==> config.mk <==
export PLATFORM = sky130hd
export DESIGN_NAME = i2c_ram_bridge
export DESIGN_NICKNAME = d
export VERILOG_FILES = /design/src/rtl/i2c_ram_pkg.sv /design/src/rtl/i2c_ram_bridge.sv
export SDC_FILE = /design/constraint.sdc
export NUM_CORES = 1
export LEC_CHECK = 0
export CAP_MARGIN = 5
export CORE_ASPECT_RATIO = 0.8
export CORE_MARGIN = 2
export CORE_UTILIZATION = 31
export CTS_CLUSTER_DIAMETER = 80
export CTS_CLUSTER_SIZE = 10
export DETAILED_ROUTE_END_ITERATION = 10
export PLACE_DENSITY = 0.64
export SETUP_SLACK_MARGIN = 0.02
export SYNTH_ARGS = -nofsm -noshare
export SYNTH_HDL_FRONTEND = slang
export SYNTH_SLANG_ARGS = --single-unit
export TNS_END_PERCENT = 5
==> constraint.sdc <==
create_clock -name clk -period 2.7 [get_ports clk]
set_input_delay 0.27 -clock clk [delete_from_list [all_inputs] [get_ports clk]]
set_output_delay 0.27 -clock clk [all_outputs]
set_load 0.01 [all_outputs]
==> src/rtl/i2c_ram_pkg.sv <==
// Shared encodings and sizing for the I2C <-> RAM burst bridge.
package i2c_ram_pkg;

    localparam int RAM_DEPTH  = 32;
    localparam int RAM_ADDR_W = $clog2(RAM_DEPTH);
    localparam int MAX_BURST  = 32;

    localparam logic DIR_TX = 1'b0;
    localparam logic DIR_RX = 1'b1;

    typedef enum logic [2:0] {
        IDLE,
        TX_ADDR,
        TX_WAIT,
        TX_OFFER,
        RX_WAIT,
        FINISH
    } state_t;

    // Requested lengths above one RAM window are trimmed to a full window.
    function automatic logic [5:0] clampLen(input logic [5:0] l);
        return (l > 6'(MAX_BURST)) ? 6'(MAX_BURST) : l;
    endfunction

endpackage

==> src/rtl/i2c_ram_bridge.sv <==
// Burst mover between the I2C byte engine and the RAM controller's I2C-side ports.
// TX streams local RAM to the transmitter; RX writes received bytes into remote RAM.
module i2c_ram_bridge
    import i2c_ram_pkg::*;
#(
    parameter int ADDR_W = RAM_ADDR_W,
    parameter int DATA_W = 8
) (
    input  logic              clk,
    input  logic              rst_n,
    input  logic              start,
    input  logic              dir,
    input  logic [ADDR_W-1:0] base_addr,
    input  logic [5:0]        len,
    output logic [ADDR_W-1:0] LocalRAM_RADD,
    input  logic [DATA_W-1:0] LocalRAM_DOUT,
    output logic [ADDR_W-1:0] RemoteRAM_WADD,
    output logic [DATA_W-1:0] RemoteRAM_DIN,
    output logic              RemoteRAM_W,
    output logic [DATA_W-1:0] tx_data,
    output logic              tx_valid,
    input  logic              tx_ready,
    input  logic [DATA_W-1:0] rx_data,
    input  logic              rx_valid,
    input  logic              abort,
    output logic              busy,
    output logic              done,
    output logic              error,
    output logic [5:0]        count
);

    // Handshake: a TX byte transfers on a rising edge where tx_valid & tx_ready are both high;
    // tx_data is held while tx_valid waits. An RX byte is a single-cycle rx_valid strobe, no back-pressure.

    state_t            state, nextState;
    logic [ADDR_W-1:0] addr;
    logic [5:0]        burstLen;
    logic [5:0]        startLen;
    logic [5:0]        countInc;
    logic              lastByte;
    logic              txFire;
    logic              abortHit;

    assign startLen = clampLen(len);
    assign countInc = count + 6'd1;
    assign lastByte = (countInc == burstLen);
    assign txFire   = tx_valid & tx_ready;
    assign abortHit = abort & (state != IDLE);

    always_ff @(posedge clk or negedge rst_n) begin
        if (!rst_n) state <= IDLE;
        else        state <= nextState;
    end

    always_comb begin
        nextState = state;
        if (abortHit) begin
            nextState = IDLE;
        end else begin
            case (state)
                IDLE: begin
                    if (start) begin
                        if (startLen == 6'd0)  nextState = FINISH;
                        else if (dir == DIR_RX) nextState = RX_WAIT;
                        else                    nextState = TX_ADDR;
                    end
                end
                TX_ADDR:  nextState = TX_WAIT;
                TX_WAIT:  nextState = TX_OFFER;
                TX_OFFER: if (txFire) nextState = lastByte ? FINISH : TX_ADDR;
                RX_WAIT:  if (rx_valid && lastByte) nextState = FINISH;
                FINISH:   nextState = IDLE;
                default:  nextState = IDLE;
            endcase
        end
    end

    // The read address register is only loaded when a new byte is fetched, so it stays put during stalls.
    always_ff @(posedge clk or negedge rst_n) begin
        if (!rst_n) begin
            addr           <= '0;
            burstLen       <= '0;
            count          <= '0;
            LocalRAM_RADD  <= '0;
            RemoteRAM_WADD <= '0;
            RemoteRAM_DIN  <= '0;
            RemoteRAM_W    <= 1'b0;
            tx_data        <= '0;
            tx_valid       <= 1'b0;
            busy           <= 1'b0;
            done           <= 1'b0;
            error          <= 1'b0;
        end else begin
            RemoteRAM_W <= 1'b0;
            busy        <= (nextState != IDLE);
            done        <= (state == FINISH) && !abort;
            error       <= abortHit;
            if (abortHit) begin
                tx_valid <= 1'b0;
            end else begin
                case (state)
                    IDLE: begin
                        if (start) begin
                            addr     <= base_addr;
                            burstLen <= startLen;
                            count    <= '0;
                            if (dir == DIR_TX && startLen != 6'd0) LocalRAM_RADD <= base_addr;
                        end
                    end
                    TX_WAIT: begin
                        tx_data  <= LocalRAM_DOUT;
                        tx_valid <= 1'b1;
                    end
                    TX_OFFER: begin
                        if (txFire) begin
                            tx_valid <= 1'b0;
                            count    <= countInc;
                            addr     <= addr + 1'b1;
                            if (!lastByte) LocalRAM_RADD <= addr + 1'b1;
                        end
                    end
                    RX_WAIT: begin
                        if (rx_valid) begin
                            RemoteRAM_W    <= 1'b1;
                            RemoteRAM_WADD <= addr;
                            RemoteRAM_DIN  <= rx_data;
                            addr           <= addr + 1'b1;
                            count          <= countInc;
                        end
                    end
                    default: ;
                endcase
            end
        end
    end

endmodule

== Word level (Yosys, flattened, before mapping) ==
Cells that the tools add are included.
Word-level totals
  input port bits: 34
  register bits: 51
  logic and storage cells: 78
Cells by class
  magnitude comparators: 1
  eq/ne operators: 12
  muxes and demuxes: 28
  bitwise gates (word level): 4
  $add $sub $neg: 2
  reduce and logical (&&, ||, !) cells: 18
Operator list (count)
  5-bit two-way mux: 7
  6-bit two-way mux: 4
  3-bit two-way mux: 7
  6-bit case mux with 3 select lines: 1
  3-bit case mux with 5 select lines: 1
  5-bit case mux with 3 select lines: 1
  3-bit nonzero test: 4
  2-bit inequality test (second input constant): 5
  5-bit case mux with 2 select lines: 1
  6-bit by 1-bit adder with 6-bit output (second input constant): 1
  3-bit by 2-bit == test with 1-bit output (second input constant): 2
  3-bit == test (second input constant): 2
  6-bit == test: 1
  6-bit greater-than comparator (second input constant): 1
  6-bit zero test: 1
  3-bit AND reduction: 2
  6-bit AND reduction: 1
  6-bit nonzero test: 1
  5-bit by 1-bit adder with 5-bit output (second input constant): 1
  1-bit two-way mux: 5
  5-bit AND reduction: 1
  2-bit AND reduction: 2
  3-bit by 1-bit == test with 1-bit output (second input constant): 1
  1-bit logical AND: 3
  7 further kinds: 9

== Longest topological paths before layout ==
Gate-level depths: netlist of the first run.
  word-level depth: 8
  mapped depth: 8

== Least setup slack after synthesis of the first run ==
OpenSTA, ideal clock, no wires.
  path type: flip-flop to flip-flop
  start: register count[0]
  end: register LocalRAM_RADD[0]
  required time: 2.575 ns
  library setup time: 0.125 ns
  slack: 0.623 ns
  arrival time: 1.952 ns
  stages on the path, launching flop included: 8
  path buffers: 0
  cell sequence: dfrtp_1 > ha_1 > xor2_1 > o2111ai_1 > o21ai_2 > nor4_4 > nor3_4 > mux2_4
Between the ends
  word-level cells in the longest chain between the ends: 4
Ends and longest elaborated chain
  start: declaration: line i2c_ram_bridge.sv:29  | output logic [5:0] count
  start signal: assignment: line i2c_ram_bridge.sv:117  | count <= countInc;
  start signal: assignment: line i2c_ram_bridge.sv:128  | count <= countInc;
  6-bit by 1-bit adder with 6-bit output: line i2c_ram_bridge.sv:45  | assign countInc = count + 6'd1;
  6-bit == test: line i2c_ram_bridge.sv:46  | assign lastByte = (countInc == burstLen);
  2-bit inequality test (no source line)
  6-bit AND reduction (no source line)
  end signal: assignment: line i2c_ram_bridge.sv:107  | if (dir == DIR_TX && startLen != 6'd0) LocalRAM_RADD <= base_addr;
  end signal: assignment: line i2c_ram_bridge.sv:119  | if (!lastByte) LocalRAM_RADD <= addr + 1'b1;
  end: declaration: line i2c_ram_bridge.sv:15  | output logic [ADDR_W-1:0] LocalRAM_RADD,
Every way passes these cells.
A chain may end at the register's enable or synchronous reset.

== Worst setup path after layout of the first run ==
  start: register count[0]
  end: register LocalRAM_RADD[3]
The elaborated chain is that of the path after synthesis.

==> metrics.cfg, run 1 <==
[outcome]
status = finished clean

[timing]
fmax_ghz = 0.4496
rsz0062_at_grt = false
maxSlewViolCount = 0
finClkSkew_ns = 0.01195
worst_pin_slew_ns = 0.7395
relSlewSlack = 0.5070
tns_ns = 0
fin_crit_ns = 2.224
timing.final.crit_share = 0.8238
hold_viol = 0
final-setup-viol-count = 0

[power]
switching_share = 0.3588
ir_drop_v = 0.0004336
power.switching_mw = 1.279
p_int_mw = 2.286
power_frac_comb = 0.468
cellLeakagePower_nw = 1.476
p_per_area_nw_per_um2 = 1028
seqPwrFrac = 0.374
pwr-share-clk = 0.158

[place]
hpwl_um = 4274
gp_congestion = 0.9027
place_area_sq_um = 3337
portBuffers = 70

[yosys]
synth_top_family_by_area = simple AND/OR/NAND/NOR gates
synth_edf_count = 0
synth_top_area_cell = dfrtp_1
synthDistinctLibCells = 46
ys.flop_type = dfrtp_1
yosys-top-cells-area = dfrtp_1 (51%), nand2_1 (8.2%), mux2_2 (5.4%), o21ai_0 (4.2%), mux2_4 (3.0%)
synth_top_area_frac = 0.5085
postSynthCellCount = 246
ys_seq_elements = 51
synthAdderAreaFrac = 0.01396
synthSimpleGateAreaFrac = 0.2094
synth.most_common_cell = nand2_1
syn_area_sq_um = 2510
ys_seq_area_frac = 0.5085
synth_compound_area_frac = 0.1067
ys_top_cells_by_count = nand2_1 (55), dfrtp_1 (51), o21ai_0 (21)
synth_nets = 282
synth.mux.area_fraction = 0.09172
synthArstFlopShare = 1.000
yosysWarnings = 0
synth_xor_area_frac = 0.04138
synth_area_per_cell_sq_um = 10.20

[layout]
fin_area_sq_um = 3468
areaGrowthSynthToFinish_pct = 38.19
nets = 356
n_fill_cell = 812
diodes = 0
drive_gt1_frac = 0.1308

[run]
maxCapViolations = 0

[clocking]
cts_buffers = 5
clk_latency_ns = 0.31
cts.sinks = 51
h-tree-depth = 2
cts.clk_slew.worst_paths_ns = 0.10
cts-root-buf = clkbuf_8
cts_tree = done
clock_path_buffers = 2
postCtsSetupBuffers = 0

[drt]
routed_wl_um = 5626
first_pass_iters = 4
wl_per_cell_um = 13.11
drt_first_iter_violations = 89
drcViolationCount = 0
via_count = 2017
antenna_left = 0
viasPerCell = 4.702

[global_routing]
grt_pass1_wl_um = 9542
grt_overflow_total = 0
first_global_vias = 1952
grt_usage = 0.1333
antenna_found_initial = 0
grt_max_degree = 25

[die]
num_rows = 29
die_h_um = 84.48
start_util = 0.3173
die_area_sq_um = 8837
core-area_sq_um = 7910
boundaryPins = 71
die_w_um = 104.6

[setup_path]
cp_max_fo = 7
crit_required_ns = 2.90
worstSetupPathType = flip-flop to flip-flop
startpoint_type = flip-flop
r2r-end = LocalRAM_RADD[3]
end_kind = flip-flop
crit_arrival_ns = 2.43
r2r_cells = 7
reg2reg_from = count[0]
reg2reg_slack_ns = 0.48

[min_path]
hold_path.class = primary input to async pin

-- cells by family after synthesis --
group | Yosys count
AOI/OAI and AO/OA | 46
xor gates and xnor gates | 11
adders and majority gates | 3
buffers and inverters | 16
DFF | 51
muxes | 19
and+or+nand+nor | 100
-- layer usage --
layer	vias to the layer above	wire, um	GRT usage
li1	996	-	-
met1	948	2658	0.1815
met2	63	2474	0.2056
met3	10	401	0.03804
met4	0	91	0.04485
met5	-	0	0
-- cell usage in the layout (no fill, tap or decap), types with 3 or more instances in the layout --
cell type	instances
a21oi_1	9
buf_4	6
clkbuf_8	6
clkdlybuf4s50_1	69
dfrtp_1	51
inv_1	4
mux2_2	12
mux2_4	5
nand2_1	55
nand2b_1	8
nand3_1	6
nor2_1	7
nor3_1	4
nor4_1	3
o21ai_0	21
o21ai_1	3
o31ai_1	3
xnor2_1	7
xor2_1	3
-- how the worst max path moves through the flow --
stage	from	endpoint	slack [ns]	depth (start not counted)
finish	count[0]	LocalRAM_RADD[3]	0.48	7
global route	state[0]	addr[0]	0.26	7
CTS	count[0]	LocalRAM_RADD[3]	0.46	7
detailed placement	rx_valid	addr[0]	0.49	7
global placement	rx_valid	addr[0]	0.51	7
floorplan	count[0]	LocalRAM_RADD[0]	0.62	7
-- flip-flops by register name (all words and copies together), names as in the netlist --
signal	count
LocalRAM_RADD	5
RemoteRAM_DIN	8
RemoteRAM_W	1
RemoteRAM_WADD	5
addr	5
burstLen	6
busy	1
count	6
done	1
error	1
state	3
tx_data	8
tx_valid	1
-- layout make-up --
cell class	instances	area, sq um	area share
flip-flops and latches	51	1276	0.3680
multi-input cells	179	1162	0.3351
clock inverters	2	38.79	0.01118
repair buffers	77	750.7	0.2164
clock buffers	6	82.58	0.02381
well taps	108	135.1	0.03896
inverters	6	22.52	0.006493
-- repair_timing --
item / 4_1_cts / 5_1_grt
setup endpoints to repair: 0 / 0
hold buffers: 1 / 0
resized for setup: 0 / 0
hold endpoints to repair: 12 / 0
-- critical path, stage by stage, from the launching register on --
cell and delay, ns:
dfrtp_1 0.47, ha_1 0.31, xor2_1 0.19, o2111ai_1 0.20, o21ai_2 0.11, nor4_4 0.37, nor3_4 0.14, mux2_4 0.31
-- power by group through the flow --
stage / Clock (mW) / Combinational (mW) / Sequential [mW]
2_1_floorplan: 0 / 0.939 / 1.38
3_3_place_gp: 0 / 1.66 / 1.34
3_5_place_dp: 0 / 1.68 / 1.35
4_1_cts: 0.589 / 1.69 / 1.34
5_1_grt: 0.622 / 1.84 / 1.38
6_report: 0.562 / 1.67 / 1.33
-- per-stage QoR --
step	total power, mW	std cells	hold slack [ns]	setup slack (ns)	util
2_1_floorplan	2.321	246	-0.02559	0.6232	-
3_3_place_gp	3.001	420	0.1972	0.5091	0.4219
3_5_place_dp	3.034	420	0.1896	0.4875	0.4219
4_1_cts	3.616	429	0.3941	0.4584	0.4385
5_1_grt	3.839	429	0.4053	0.2567	0.4385
6_report	3.566	429	0.3806	0.4757	0.4385
No activity file was read; power rests on OpenSTA's default activity.
==> run 2, diff against run 1 <==
--- a/config.mk
+++ b/config.mk
@@ -12,7 +12,7 @@
 export CTS_CLUSTER_DIAMETER = 80
 export CTS_CLUSTER_SIZE = 10
 export DETAILED_ROUTE_END_ITERATION = 10
-export PLACE_DENSITY = 0.64
+export PLACE_DENSITY = 0.66
 export SETUP_SLACK_MARGIN = 0.02
 export SYNTH_ARGS = -nofsm -noshare
 export SYNTH_HDL_FRONTEND = slang
==> constraint.sdc (replaced) <==
create_clock -name clk -period 1.8 [get_ports clk]
set_input_delay 0.18 -clock clk [delete_from_list [all_inputs] [get_ports clk]]
set_output_delay 0.18 -clock clk [all_outputs]
set_load 0.01 [all_outputs]
==> metrics.cfg, run 2 (synthesis results as in run 1) <==
[timing]
final.setup.worst_slack_ns = -0.1171  ; was 0.4757 ns
rsz0062_at_grt = true  ; was false
finClkSkew_ns = 0.01225  ; was 0.01195 ns
final-setup-viol-count = 5  ; was 0
hold_viol = 0  ; unchanged
fin_crit_ns = 1.917  ; was 2.224 ns
relSlewSlack = 0.6940  ; was 0.5070
worst_pin_slew_ns = 0.4591  ; was 0.7395 ns
fmax_ghz = 0.5216  ; was 0.4496 GHz
tns_ns = -0.5697  ; was 0 ns
timing.final.crit_share = 1.065  ; was 0.8238
maxSlewViolCount = 0  ; unchanged

[layout]
areaGrowthSynthToFinish_pct = 51.20  ; was 38.19%
final_cell_mix = clkdlybuf4s50_1 (69), nand2_1 (55), dfrtp_1 (46)  ; was clkdlybuf4s50_1 (69), nand2_1 (55), dfrtp_1 (51)
final_cells = 463  ; was 429
drive_gt1_frac = 0.2620  ; was 0.1308
reg.largest.list = RemoteRAM_DIN (8), tx_data (8)  ; unchanged
diodes = 0  ; unchanged
final_util = 0.4798  ; was 0.4385
layout_commonest_cell = clkdlybuf4s50_1  ; unchanged
nets = 390  ; was 356
fin_area_sq_um = 3795  ; was 3468 sq um

[global_routing]
grt_pass1_wl_um = 10290  ; was 9542 um
grt_max_degree = 22  ; was 25
grt_usage = 0.1421  ; was 0.1333
first_global_vias = 2140  ; was 1952
antenna_found_initial = 0  ; unchanged
grt_overflow_total = 0  ; unchanged

[power]
cellLeakagePower_nw = 1.653  ; was 1.476 nW
ir_drop_v = 0.0006965  ; was 0.0004336 V
p_per_area_nw_per_um2 = 1547  ; was 1028 nW/um^2

[setup_path]
end_kind = flip-flop  ; unchanged
startpoint_type = flip-flop  ; unchanged
worstSetupPathType = flip-flop to flip-flop  ; unchanged
slowest_stage = dfrtp_2  ; was dfrtp_1
crit_arrival_ns = 2.12  ; was 2.43 ns
crit_chain = buf_4, o21ai_0, o21ai_1, nor3_4, mux2_4  ; was ha_1, xor2_1, o2111ai_1, o21ai_2, nor4_4, nor3_4, mux2_4
crit_path_max_incr_delay_ns = 0.45  ; was 0.47 ns
cp_max_fo = 6  ; was 7
crit_required_ns = 2.01  ; was 2.90 ns

[run]
maxCapViolations = 0  ; unchanged

[clocking]
h-tree-depth = 2  ; unchanged
cts.clk_slew.worst_paths_ns = 0.10  ; about the same
cts_tree = done  ; unchanged
cts_buffers = 5  ; unchanged
cts.sinks = 51  ; unchanged
cts-root-buf = clkbuf_8  ; unchanged
postCtsSetupBuffers = 0  ; unchanged
clk_latency_ns = 0.31  ; about the same
clock_path_buffers = 2  ; unchanged

[outcome]
status = finished, violations left  ; was finished clean
violations = negative setup slack

[drt]
drcViolationCount = 0  ; unchanged
first_pass_iters = 5  ; was 4
wl_per_cell_um = 13.09  ; was 13.11 um
viasPerCell = 4.613  ; was 4.702
via_count = 2136  ; was 2017
routed_wl_um = 6060  ; was 5626 um
antenna_left = 0  ; unchanged
drt_first_iter_violations = 107  ; was 89

[die]
die_h_um = 84.48  ; unchanged
core-area_sq_um = 7910  ; unchanged
start_util = 0.3173  ; unchanged
boundaryPins = 71  ; unchanged
die_area_sq_um = 8837  ; unchanged
die_w_um = 104.6  ; unchanged
num_rows = 29  ; unchanged

[place]
portBuffers = 70  ; unchanged
dp_cells = 454  ; was 420
place_area_sq_um = 3607  ; was 3337 sq um
hpwl_um = 4666  ; was 4274 um
place_ws_ns = -0.1751  ; was 0.4875 ns
gp_congestion = 0.9383  ; was 0.9027

[min_path]
hold_path.class = primary input to async pin  ; unchanged

[run 2: cell types whose count changed in the layout (fill, tap and decap cells not counted), sizes merged]
cell | previous run | this run
buf | 7 | 41
clkinvlp | 0 | 2
clkbuf | 6 | 5
clkinv | 1 | 0
[run 2: layout make-up]
type                       count  area, sq um
clock buffer                   5        68.82
clock inverter                 3        46.29
fill                         753         4115
inverter                       6        26.28
multi-input combinational    179         1222
sequential                    51         1282
tap                          108        135.1
timing repair buffer         111         1013
[run 2: power by group]
group | switching, mW | internal [mW] | total [mW]
combinational | 1.33 | 1.73 | 3.06
sequential | 0.348 | 1.64 | 1.98
clock | 0.406 | 0.419 | 0.825
[run 2: what timing repair did]
item	4_1_cts	5_1_grt
cloned	0	0
hold buffers	1	0
endpoints found under the setup margin	10	24
resized for setup	3	13
hold endpoints to repair	17	0
pin swaps	4	1
[run 2: worst max-delay path: cells and delay by family, from the launching register on]
| kind | cells | cell delay, ns |
|---|---|---|
| flip-flops | 1 | 0.45 |
| multiplexers | 1 | 0.33 |
| buffers and inverters | 1 | 0.17 |
| AND/OR/NAND/NOR | 1 | 0.41 |
| AO/OA/AOI/OAI | 2 | 0.46 |
[run 2: worst paths after layout]
kind,startpoint,end,slack [ns],cells past startpoint
worst max-delay path,state[2],LocalRAM_RADD[4],-0.12,5
worst min-delay path,rst_n,LocalRAM_RADD[3],0.34,2
worst max register to register,state[2],LocalRAM_RADD[4],-0.12,5
worst min register to register,RemoteRAM_DIN[3],RemoteRAM_DIN[3],0.48,2
max in group asynchronous,rst_n,RemoteRAM_DIN[4],0.81,3
min in group clk,rx_data[1],RemoteRAM_DIN[1],0.38,3
[run 2: layer usage]
metal	GRT usage	share of wire
met1	0.2045	0.48
met2	0.2216	0.45
met3	0.02950	0.051
met4	0.03273	0.010
met5	0	0
[run 2: through the flow]
stage | total power, mW | hold slack [ns]
floorplan | 3.509 | -0.1156
global placement | 4.911 | 0.1510
detailed placement | 4.968 | 0.1596
CTS | 5.866 | 0.3511
global route | 6.306 | 0.3820
finish | 5.871 | 0.3405
==> run 3, diff against run 2 <==
--- a/config.mk
+++ b/config.mk
@@ -8,11 +8,11 @@
 export CAP_MARGIN = 5
 export CORE_ASPECT_RATIO = 0.8
 export CORE_MARGIN = 2
-export CORE_UTILIZATION = 31
+export CORE_UTILIZATION = 40
 export CTS_CLUSTER_DIAMETER = 80
 export CTS_CLUSTER_SIZE = 10
 export DETAILED_ROUTE_END_ITERATION = 10
-export PLACE_DENSITY = 0.66
+export PLACE_DENSITY = 0.8
 export SETUP_SLACK_MARGIN = 0.02
 export SYNTH_ARGS = -nofsm -noshare
 export SYNTH_HDL_FRONTEND = slang
==> metrics.cfg, run 3 (synthesis results as in run 1) <==
[place]
portBuffers = 70  ; unchanged
gp_congestion = 0.8662  ; was 0.9383
hpwl_um = 4555  ; was 4666 um

[clocking]
cts_tree = done  ; unchanged
cts-root-buf = clkbuf_8  ; unchanged
cts_buffers = 5  ; unchanged
cts.clk_slew.worst_paths_ns = 0.10  ; about the same
clk_latency_ns = 0.30  ; was 0.31 ns
h-tree-depth = 2  ; unchanged
postCtsSetupBuffers = 0  ; unchanged
clock_path_buffers = 2  ; unchanged
cts.sinks = 51  ; unchanged

[timing]
fmax_ghz = 0.5236  ; was 0.5216 GHz
final-setup-viol-count = 6  ; was 5
timing.final.crit_share = 1.061  ; was 1.065
fin_crit_ns = 1.910  ; was 1.917 ns
finClkSkew_ns = 0.003065  ; was 0.01225 ns
rsz0062_at_grt = true  ; unchanged
final.setup.worst_slack_ns = -0.1099  ; was -0.1171 ns
relSlewSlack = 0.6601  ; was 0.6940
hold_viol = 0  ; unchanged
maxSlewViolCount = 0  ; unchanged
worst_pin_slew_ns = 0.5099  ; was 0.4591 ns
tns_ns = -0.5520  ; was -0.5697 ns

[setup_path]
cp_max_fo = 6  ; unchanged
reg2reg_from = state[1]  ; was state[2]
startpoint_type = flip-flop  ; unchanged
r2r_cells = 5  ; unchanged
crit_end = LocalRAM_RADD[1]  ; was LocalRAM_RADD[4]
crit_start = state[1]  ; was state[2]
reg2reg_slack_ns = -0.11  ; was -0.12 ns
crit_arrival_ns = 2.11  ; was 2.12 ns
worstSetupPathType = flip-flop to flip-flop  ; unchanged
crit_required_ns = 2.00  ; was 2.01 ns
r2r-end = LocalRAM_RADD[1]  ; was LocalRAM_RADD[4]
end_kind = flip-flop  ; unchanged

[power]
p_per_area_nw_per_um2 = 1548  ; was 1547 nW/um^2
finalPower_mw = 5.796  ; was 5.871 mW
cellLeakagePower_nw = 1.608  ; was 1.653 nW
ir_drop_v = 0.0008699  ; was 0.0006965 V

[drt]
drt_first_iter_violations = 64  ; was 107
wl_per_cell_um = 13.71  ; was 13.09 um
drcViolationCount = 0  ; unchanged
routed_wl_um = 5880  ; was 6060 um
via_count = 2130  ; was 2136
viasPerCell = 4.965  ; was 4.613
antenna_left = 0  ; unchanged
first_pass_iters = 4  ; was 5

[layout]
reg.largest.list = RemoteRAM_DIN (8), tx_data (8)  ; unchanged
final_cell_mix = clkdlybuf4s50_1 (69), nand2_1 (54), dfrtp_1 (45)  ; was clkdlybuf4s50_1 (69), nand2_1 (55), dfrtp_1 (46)
areaGrowthSynthToFinish_pct = 49.15  ; was 51.20%
diodes = 0  ; unchanged
n_fill_cell = 502  ; was 753
drive_gt1_frac = 0.2471  ; was 0.2620
nets = 383  ; was 390
layout_commonest_cell = clkdlybuf4s50_1  ; unchanged

[global_routing]
first_global_vias = 2043  ; was 2140
grt_pass1_wl_um = 9522  ; was 10290 um
grt_overflow_total = 0  ; unchanged
antenna_found_initial = 0  ; unchanged
grt_usage = 0.1739  ; was 0.1421
grt_max_degree = 33  ; was 22

[die]
start_util = 0.4201  ; was 0.3173
die_h_um = 74.85  ; was 84.48 um
die_w_um = 92.57  ; was 104.6 um
num_rows = 25  ; was 29
die_area_sq_um = 6928  ; was 8837 sq um
boundaryPins = 71  ; unchanged
core-area_sq_um = 5974  ; was 7910 sq um

[outcome]
status = finished, violations left  ; unchanged
violations = negative setup slack  ; unchanged

[min_path]
hold_path.class = primary input to async pin  ; unchanged

[run]
maxCapViolations = 0  ; unchanged

run 3: repair_timing:
item,CTS,global route
hold buffers,1,0
pin swaps,2,2
hold endpoints to repair,19,0
gates cloned,0,0
gates resized for setup,10,10
endpoints found under the setup margin,15,18
run 3: how the worst min path moves through the flow:
stage / startpoint / end / slack, ns / depth (start not counted)
floorplan: rst_n / LocalRAM_RADD[0] / -0.12 / 0
global placement: rst_n / LocalRAM_RADD[4] / 0.17 / 1
detailed placement: rst_n / LocalRAM_RADD[4] / 0.18 / 1
CTS: rst_n / LocalRAM_RADD[4] / 0.39 / 2
global route: rx_data[0] / RemoteRAM_DIN[0] / 0.39 / 3
finish: rst_n / LocalRAM_RADD[4] / 0.37 / 2
run 3: metal layers:
layer / part of all wire / vias to the layer above / global-route usage
li1: - / 1049 / -
met1: 0.47 / 1016 / 0.2370
met2: 0.48 / 56 / 0.2912
met3: 0.047 / 9 / 0.03904
met4: 0.0095 / 0 / 0.03648
met5: 0 / - / 0
run 3: worst max-delay path, cell delays in order, from the launching register on:
cell,delay (ns)
dfrtp_2,0.47
and2b_2,0.25
a21oi_1,0.22
o21ai_1,0.13
nor3_4,0.40
mux2_4,0.33
run 3: area by class of cell:
cell class | count | area (sq um) | share of cell area
Sequential cell | 51 | 1284 | 0.3429
Inverter | 6 | 22.52 | 0.006016
Clock inverter | 3 | 47.55 | 0.01270
Tap cell | 81 | 101.3 | 0.02707
Multi-Input combinational cell | 179 | 1242 | 0.3319
Timing Repair Buffer | 104 | 977.2 | 0.2610
Clock buffer | 5 | 68.82 | 0.01838
run 3: where the power goes:
part	internal, mW	leakage (nW)	switching [mW]	total (mW)
Sequential	1.64	0.639	0.353	1.99
Clock	0.422	0.0587	0.409	0.831
Combinational	1.67	0.911	1.30	2.98
Total	3.73	1.61	2.06	5.80
run 3: per-stage QoR:
step	hold WS (ns)	cells	instance area, sq um	setup WS (ns)	util
2_1_floorplan	-0.1156	246	2525	-0.08517	-
3_3_place_gp	0.1652	420	3533	-0.1290	0.5914
3_5_place_dp	0.1782	420	3533	-0.1664	0.5914
4_1_cts	0.3876	429	3711	-0.1082	0.6212
5_1_grt	0.3864	429	3744	-0.1914	0.6266
6_report	0.3704	429	3744	-0.1099	0.6266
